[src/rtl/rs_age_select_pkg.sv]
// rtl/rs_age_select_pkg.sv - entry type, reset value and circular ROB range test for rs_age_select
package rs_age_select_pkg;
    localparam int RS_PR_W      = 6;
    localparam int RS_ROB_W     = 5;
    localparam int RS_PAYLOAD_W = 64;

    typedef struct packed {
        logic [RS_PR_W-1:0] idx;
        logic               ready;
    } RS_AGE_SRC_t;

    typedef struct packed {
        logic                    valid;
        logic [RS_ROB_W-1:0]     rob;
        logic [RS_PR_W-1:0]      T;
        RS_AGE_SRC_t             T1;
        RS_AGE_SRC_t             T2;
        logic [RS_PAYLOAD_W-1:0] payload;
    } RS_AGE_ENTRY_t;

    localparam RS_AGE_ENTRY_t RS_AGE_ENTRY_RESET = '0;

    // Distances measured from the first squashed index keep the compare correct across wrap.
    function automatic logic rob_in_range(input logic [RS_ROB_W-1:0] rob,
                                          input logic [RS_ROB_W-1:0] first,
                                          input logic [RS_ROB_W-1:0] tail);
        logic [RS_ROB_W-1:0] d_rob;
        logic [RS_ROB_W-1:0] d_tail;
        d_rob  = rob - first;
        d_tail = tail - first;
        return d_rob < d_tail;
    endfunction
endpackage

[src/rtl/rs_age_matrix.sv]
// rtl/rs_age_matrix.sv - age matrix, age_q[i][j] set when slot i is older than slot j; grants the oldest requester
module rs_age_matrix
    import rs_age_select_pkg::*;
#(
    parameter int N = 8
) (
    input  logic         clk_i,
    input  logic         reset_i,
    input  logic [N-1:0] alloc_i,
    input  logic [N-1:0] free_i,
    input  logic [N-1:0] req_i,
    output logic [N-1:0] grant_o
);
    logic [N-1:0] age_q [N];
    logic [N-1:0] age_d [N];
    logic [N-1:0] grant;

    always_comb begin
        age_d = age_q;
        for (int i = 0; i < N; i++) begin
            if (free_i[i] || alloc_i[i]) begin
                age_d[i] = '0;
                for (int j = 0; j < N; j++) age_d[j][i] = 1'b0;
            end
        end
        // Every other slot counts as older than a newcomer; bits left on empty slots never request.
        for (int i = 0; i < N; i++) begin
            if (alloc_i[i]) begin
                for (int j = 0; j < N; j++) begin
                    if (j != i) age_d[j][i] = 1'b1;
                end
            end
        end
    end

    always_comb begin
        grant = req_i;
        for (int i = 0; i < N; i++) begin
            for (int j = 0; j < N; j++) begin
                if (req_i[j] && age_q[j][i]) grant[i] = 1'b0;
            end
        end
    end

    assign grant_o = grant;

    always_ff @(posedge clk_i) begin
        if (reset_i) begin
            for (int i = 0; i < N; i++) age_q[i] <= '0;
        end else begin
            age_q <= age_d;
        end
    end
endmodule

[src/rtl/rs_age_select.sv]
// rtl/rs_age_select.sv - age-ordered reservation station; define RS_FORWARDING_EN for same-cycle wake-up to issue
// Entry field widths come from rs_age_select_pkg; PR_W/ROB_W/PAYLOAD_W must match the package values.
module rs_age_select
    import rs_age_select_pkg::*;
#(
    parameter int NUM_ENTRIES = 8,
    parameter int NUM_CDB     = 2,
    parameter int PR_W        = RS_PR_W,
    parameter int ROB_W       = RS_ROB_W,
    parameter int PAYLOAD_W   = RS_PAYLOAD_W
) (
    input  logic                               clock_i,
    input  logic                               reset_i,
    input  logic                               en_i,
    input  logic                               dispatch_valid_i,
    output logic                               dispatch_ready_o,
    input  logic [ROB_W-1:0]                   dispatch_rob_i,
    input  logic [PR_W-1:0]                    dispatch_T_i,
    input  logic [PR_W-1:0]                    dispatch_T1_i,
    input  logic [PR_W-1:0]                    dispatch_T2_i,
    input  logic                               dispatch_T1r_i,
    input  logic                               dispatch_T2r_i,
    input  logic [PAYLOAD_W-1:0]               dispatch_pay_i,
    input  logic [NUM_CDB-1:0]                 cdb_valid_i,
    input  logic [NUM_CDB*PR_W-1:0]            cdb_tag_i,
    output logic                               issue_valid_o,
    input  logic                               issue_ready_i,
    output logic [ROB_W-1:0]                   issue_rob_o,
    output logic [PR_W-1:0]                    issue_T_o,
    output logic [PR_W-1:0]                    issue_T1_o,
    output logic [PR_W-1:0]                    issue_T2_o,
    output logic [PAYLOAD_W-1:0]               issue_pay_o,
    input  logic                               rollback_en_i,
    input  logic [ROB_W-1:0]                   rob_rollback_i,
    input  logic [ROB_W-1:0]                   rob_tail_i,
    output logic [$clog2(NUM_ENTRIES+1)-1:0]   free_count_o
);
    localparam int IDX_W = (NUM_ENTRIES > 1) ? $clog2(NUM_ENTRIES) : 1;
    localparam int CNT_W = $clog2(NUM_ENTRIES + 1);

    RS_AGE_ENTRY_t    ent_q [NUM_ENTRIES];
    RS_AGE_ENTRY_t    ent_d [NUM_ENTRIES];
    logic [CNT_W-1:0] free_count_q, free_count_d;
    logic             lock_q, lock_d;
    logic [IDX_W-1:0] lock_idx_q, lock_idx_d;

    logic [NUM_ENTRIES-1:0] wake1, wake2, squash, req, age_grant, sel_oh, alloc_oh, free_oh;
    logic                   disp_hit1, disp_hit2, dispatch_fire, issue_fire;
    logic [IDX_W-1:0]       sel_idx;

    always_comb begin
        disp_hit1 = 1'b0;
        disp_hit2 = 1'b0;
        wake1     = '0;
        wake2     = '0;
        for (int c = 0; c < NUM_CDB; c++) begin
            if (cdb_valid_i[c]) begin
                if (cdb_tag_i[c*PR_W +: PR_W] == dispatch_T1_i) disp_hit1 = 1'b1;
                if (cdb_tag_i[c*PR_W +: PR_W] == dispatch_T2_i) disp_hit2 = 1'b1;
                for (int i = 0; i < NUM_ENTRIES; i++) begin
                    if (cdb_tag_i[c*PR_W +: PR_W] == ent_q[i].T1.idx) wake1[i] = 1'b1;
                    if (cdb_tag_i[c*PR_W +: PR_W] == ent_q[i].T2.idx) wake2[i] = 1'b1;
                end
            end
        end
    end

    always_comb begin
        squash = '0;
        req    = '0;
        for (int i = 0; i < NUM_ENTRIES; i++) begin
            squash[i] = en_i && rollback_en_i && ent_q[i].valid
                        && rob_in_range(ent_q[i].rob, rob_rollback_i, rob_tail_i);
`ifdef RS_FORWARDING_EN
            req[i] = en_i && ent_q[i].valid && !squash[i]
                     && (ent_q[i].T1.ready || wake1[i]) && (ent_q[i].T2.ready || wake2[i]);
`else
            req[i] = en_i && ent_q[i].valid && !squash[i] && ent_q[i].T1.ready && ent_q[i].T2.ready;
`endif
        end
    end

    rs_age_matrix #(.N(NUM_ENTRIES)) u_age (
        .clk_i   (clock_i),
        .reset_i (reset_i),
        .alloc_i (alloc_oh),
        .free_i  (free_oh),
        .req_i   (req),
        .grant_o (age_grant)
    );

    // A stalled issue keeps presenting the same entry even if an older one wakes meanwhile.
    always_comb begin
        sel_oh = age_grant;
        if (lock_q && req[lock_idx_q]) begin
            sel_oh             = '0;
            sel_oh[lock_idx_q] = 1'b1;
        end
        sel_idx = '0;
        for (int i = 0; i < NUM_ENTRIES; i++) begin
            if (sel_oh[i]) sel_idx = IDX_W'(i);
        end
    end

    assign issue_valid_o    = |req;
    assign issue_fire       = issue_valid_o && issue_ready_i;
    assign issue_rob_o      = ent_q[sel_idx].rob;
    assign issue_T_o        = ent_q[sel_idx].T;
    assign issue_T1_o       = ent_q[sel_idx].T1.idx;
    assign issue_T2_o       = ent_q[sel_idx].T2.idx;
    assign issue_pay_o      = ent_q[sel_idx].payload;
    assign free_count_o     = free_count_q;
    assign dispatch_ready_o = en_i && !rollback_en_i && (free_count_q != '0);
    assign dispatch_fire    = dispatch_valid_i && dispatch_ready_o;
    assign free_oh          = squash | (issue_fire ? sel_oh : '0);

    always_comb begin
        alloc_oh = '0;
        for (int i = NUM_ENTRIES - 1; i >= 0; i--) begin
            if (dispatch_fire && !ent_q[i].valid) begin
                alloc_oh    = '0;
                alloc_oh[i] = 1'b1;
            end
        end
    end

    always_comb begin
        ent_d = ent_q;
        for (int i = 0; i < NUM_ENTRIES; i++) begin
            if (ent_q[i].valid) begin
                ent_d[i].T1.ready = ent_q[i].T1.ready | wake1[i];
                ent_d[i].T2.ready = ent_q[i].T2.ready | wake2[i];
            end
            if (free_oh[i]) ent_d[i].valid = 1'b0;
            if (alloc_oh[i]) begin
                ent_d[i].valid    = 1'b1;
                ent_d[i].rob      = dispatch_rob_i;
                ent_d[i].T        = dispatch_T_i;
                ent_d[i].T1.idx   = dispatch_T1_i;
                ent_d[i].T1.ready = dispatch_T1r_i | disp_hit1;
                ent_d[i].T2.idx   = dispatch_T2_i;
                ent_d[i].T2.ready = dispatch_T2r_i | disp_hit2;
                ent_d[i].payload  = dispatch_pay_i;
            end
        end
        free_count_d = '0;
        for (int i = 0; i < NUM_ENTRIES; i++) begin
            if (!ent_d[i].valid) free_count_d = free_count_d + CNT_W'(1);
        end
        lock_d     = issue_valid_o && !issue_ready_i;
        lock_idx_d = sel_idx;
    end

    always_ff @(posedge clock_i) begin
        if (reset_i) begin
            for (int i = 0; i < NUM_ENTRIES; i++) ent_q[i] <= RS_AGE_ENTRY_RESET;
            free_count_q <= CNT_W'(NUM_ENTRIES);
            lock_q       <= 1'b0;
            lock_idx_q   <= '0;
        end else if (en_i) begin
            ent_q        <= ent_d;
            free_count_q <= free_count_d;
            lock_q       <= lock_d;
            lock_idx_q   <= lock_idx_d;
        end
    end
endmodule
[config.mk]
export PLATFORM = sky130hd
export DESIGN_NAME = rs_age_select
export DESIGN_NICKNAME = d
export VERILOG_FILES = /design/src/rtl/rs_age_select_pkg.sv /design/src/rtl/rs_age_matrix.sv /design/src/rtl/rs_age_select.sv
export SDC_FILE = /design/constraint.sdc
export NUM_CORES = 2
export LEC_CHECK = 0
export ABC_AREA = 1
export CORE_ASPECT_RATIO = 0.6
export CORE_MARGIN = 8
export CORE_UTILIZATION = 65
export CTS_CLUSTER_DIAMETER = 60
export DETAILED_ROUTE_END_ITERATION = 8
export PLACE_DENSITY_LB_ADDON = 0.25
export SLEW_MARGIN = 30
export SYNTH_ARGS = -nofsm -noshare
export SYNTH_HDL_FRONTEND = slang
export SYNTH_SLANG_ARGS = --single-unit
[constraint.sdc]
create_clock -name clock_i -period 12.5 [get_ports clock_i]
set_input_delay 1.25 -clock clock_i [delete_from_list [all_inputs] [get_ports clock_i]]
set_output_delay 1.25 -clock clock_i [all_outputs]
set_load 0.02 [all_outputs]
==> flow_summary.toml <==
[timing]
tightest_slew_ns = 1.01
min_period_ns = 10.60
skew_ns = 0.0199
fmax_ghz = 0.0943
post-route-period-util_pct = 84.8
drv_slew = 0
setup_viol = 0
setup_tns_ns = 0
hold_viol = 0
rsz0062_at_grt = "false"
slew_headroom_pct = 32.6

[synth]
synth.most_common_cell = "o21ai_0"
synth.area.top_cells = "dfxtp_1, o21ai_0, a21oi_1"
netlist_top_cells_count = "o21ai_0, a21oi_1, dfxtp_1"
synth.avg_cell_area_um2 = 7.18
yosysWarnings = 0
synth_nets = 5456
synth_top_area_share_pct = 41.5
synth_edf_count = 0
postSynthCellCount = 5270
netlist_area_um2 = 37800
synth.distinct_cells = 54
async_reset_ff_share_pct = 0
synth_top_cell_by_area = "dfxtp_1"
yosysSeqAreaShare_pct = 41.5
synth_flop_cell = "dfxtp_1"
synth-seq-cells = 784

[pwr]
power_mw = 6.12
p_leak_nw = 17.1
p_per_area_nw_per_um2 = 145
ir_worst_vdd_v = 0.000124

[clock_network]
cts_resized = 0
cts_setup_buffers = 0
clk_pin_slew_ns = 0.06
ctsHoldBuffers = 0
htreeDepth = 3
clockRootBuffer = "clkbuf_16"
cts_tree = "done"
clock_latency_ns = 0.64
cts_sinks = 784
ctsLongestPathBuffers = 3
cts_made_buffers = 73

[placement]
port_buffers = 211
dp_hpwl_um = 80200
place_congestion = 1.05

[route]
wire_per_inst_um = 21.6
drt_pass1_iterations = 9
drtIter0Drc = 5507
drtAntennaViolNets = 0
drc = 12
drt_wl_total_um = 130000
vias = 38800
via_per_inst = 6.45

[global_routing]
grt_pass1_vias = 35900
grt_util_all_layers_pct = 37.3
antenna_found_initial = 2
globalRouteMet1Util_pct = 53.1
use_met3_pct = 12.1
gr-total-overflow = 0
met2_usage_pct = 52.7
grt_pass1_wl_um = 202000
grt.busiest_layer = "met1"
grt_max_degree = 290

[worst_setup_path]
critPathLaunchType = "primary input"
end_kind = "primary output"
path_class = "in -> out"
required_ns = 11.25
worstPathArrival_ns = 9.35
path_max_fanout = 181

[floorplanning]
die_w_um = 327
start_util_pct = 65.8
rows = 68
chipHeight_um = 203
fp.coreArea_um2 = 57500
die_area_um2 = 66400
ios = 212

[final_layout]
drive_above_1_share_pct = 5.05
areaGrowthSynthToFinish_pct = 11.9
final_nets = 5378
antennaDiodeCount = 0

[job]
max_cap_viol_count = 0

[run_status]
status = "finished with violations"
failed_checks = "design-rule violations"

[worst_hold_path]
hold_path_class = "reg -> reg"
## routing by layer
layer,wire length (µm),up-vias
met5,0,-
met4,4680,0
met3,18600,395
met2,52600,2636
met1,54200,17700
li1,-,18100
## flip-flops by register name (all words and copies together) (netlist names)
name,flops
lock_idx_q,3
lock_q,1
ent_q,720
free_count_o,4
u_age.age_q,56
## path summary, 6_finish.rpt
path / startpoint / cells after the start / slack (ns) / end
hold / removal: ent_q[635]$_SDFFE_PP0P_ / 2 / 0.45 / ent_q[635]$_SDFFE_PP0P_
hold reg to reg: ent_q[635]$_SDFFE_PP0P_ / 2 / 0.45 / ent_q[635]$_SDFFE_PP0P_
setup reg to reg: ent_q[354]$_SDFFE_PP0P_ / 39 / 5.87 / free_count_o[1]$_SDFFE_PP0P_
setup / recovery: rob_rollback_i[1] / 27 / 1.90 / issue_pay_o[44]
## cells by family (layout without fill, tap and decap cells)
logic type | count (synthesis) | count (layout) | share of synthesized area [%]
AO/OA/AOI/OAI | 2252 | 2252 | 32.1
XOR/XNOR | 60 | 60 | 1.39
adder cells (fa/ha/maj) | 67 | 67 | 2.39
buffers and inverters | 796 | 775 | 8.40
flip-flops | 784 | 784 | 41.5
AND/OR/NAND/NOR | 1311 | 1311 | 14.2
## report_power, final
group,switching [mW],leakage (nW),internal (mW)
sequential,0.0935,6.36,2.64
clock,1.04,1.26,1.34
combinational,0.649,9.46,0.356
total,1.78,17.1,4.34
## area by class of cell
type	instances	area (µm²)
Clock buffer	96	2100
Fill cell	4665	15200
Sequential cell	784	15700
Multi-Input combinational cell	3690	19000
Tap cell	770	963
Inverter	377	1460
Clock inverter	36	447
Timing Repair Buffer	266	2660
## through the flow
stage / cells / worst slack [ns] / instance area [µm²] / hold WS [ns] / util (%)
2_1_floorplan: 5270 / 5.62 / 37800 / 0.430 / -
3_3_place_gp: 5883 / 2.52 / 39700 / 0.440 / 69.0
3_5_place_dp: 5883 / 2.53 / 39700 / 0.448 / 69.0
4_1_cts: 6015 / 2.47 / 42200 / 0.457 / 73.4
5_1_grt: 6019 / 1.32 / 42300 / 0.484 / 73.6
6_report: 6019 / 1.90 / 42300 / 0.452 / 73.6
## critical path: stages
cell and delay [ns]:
clkdlybuf4s50_1 0.46, clkinv_1 0.68, fa_1 0.76, xnor2_1 0.75, ha_1 0.23, inv_1 0.04
o21bai_1 0.13, nand2_1 0.06, nand3b_1 0.15, nand2_1 0.13, nand2_2 0.16, nand2_1 0.10
nand2_1 0.08, nor2_4 0.16, nand2_2 0.19, or2_1 0.28, nand2_1 0.10, inv_2 0.06
o21ai_2 0.25, nand2_8 0.39, clkinv_8 0.74, buf_4 0.59, o21ai_0 0.18, o22ai_1 0.22
nor2_1 0.06, a31oi_1 0.25, clkdlybuf4s50_1 0.72
## placed cells by master, fill, tap and decap left out, types with 7 or more instances in the layout
cell / instances
nand2_1: 521
a21oi_1: 821
o21ai_1: 52
nor3_1: 13
ha_1: 58
nand3_1: 116
dfxtp_1: 784
clkbuf_1: 7
bufinv_16: 7
xnor2_1: 33
xor2_1: 27
fa_1: 9
clkinv_2: 16
a2111oi_0: 18
o21bai_1: 7
o221ai_1: 13
nand2_2: 27
nand3_2: 11
nor2_1: 567
a211oi_1: 15
nand4_1: 20
o211ai_1: 83
clkbuf_16: 75
or2_2: 7
clkdlybuf4s50_1: 209
o22ai_1: 139
a221oi_1: 16
buf_4: 43
o2111ai_1: 20
a31oi_1: 89
inv_1: 358
clkbuf_8: 14
o41ai_1: 8
o21ai_0: 957
No activity file was read; power rests on OpenSTA's default activity.
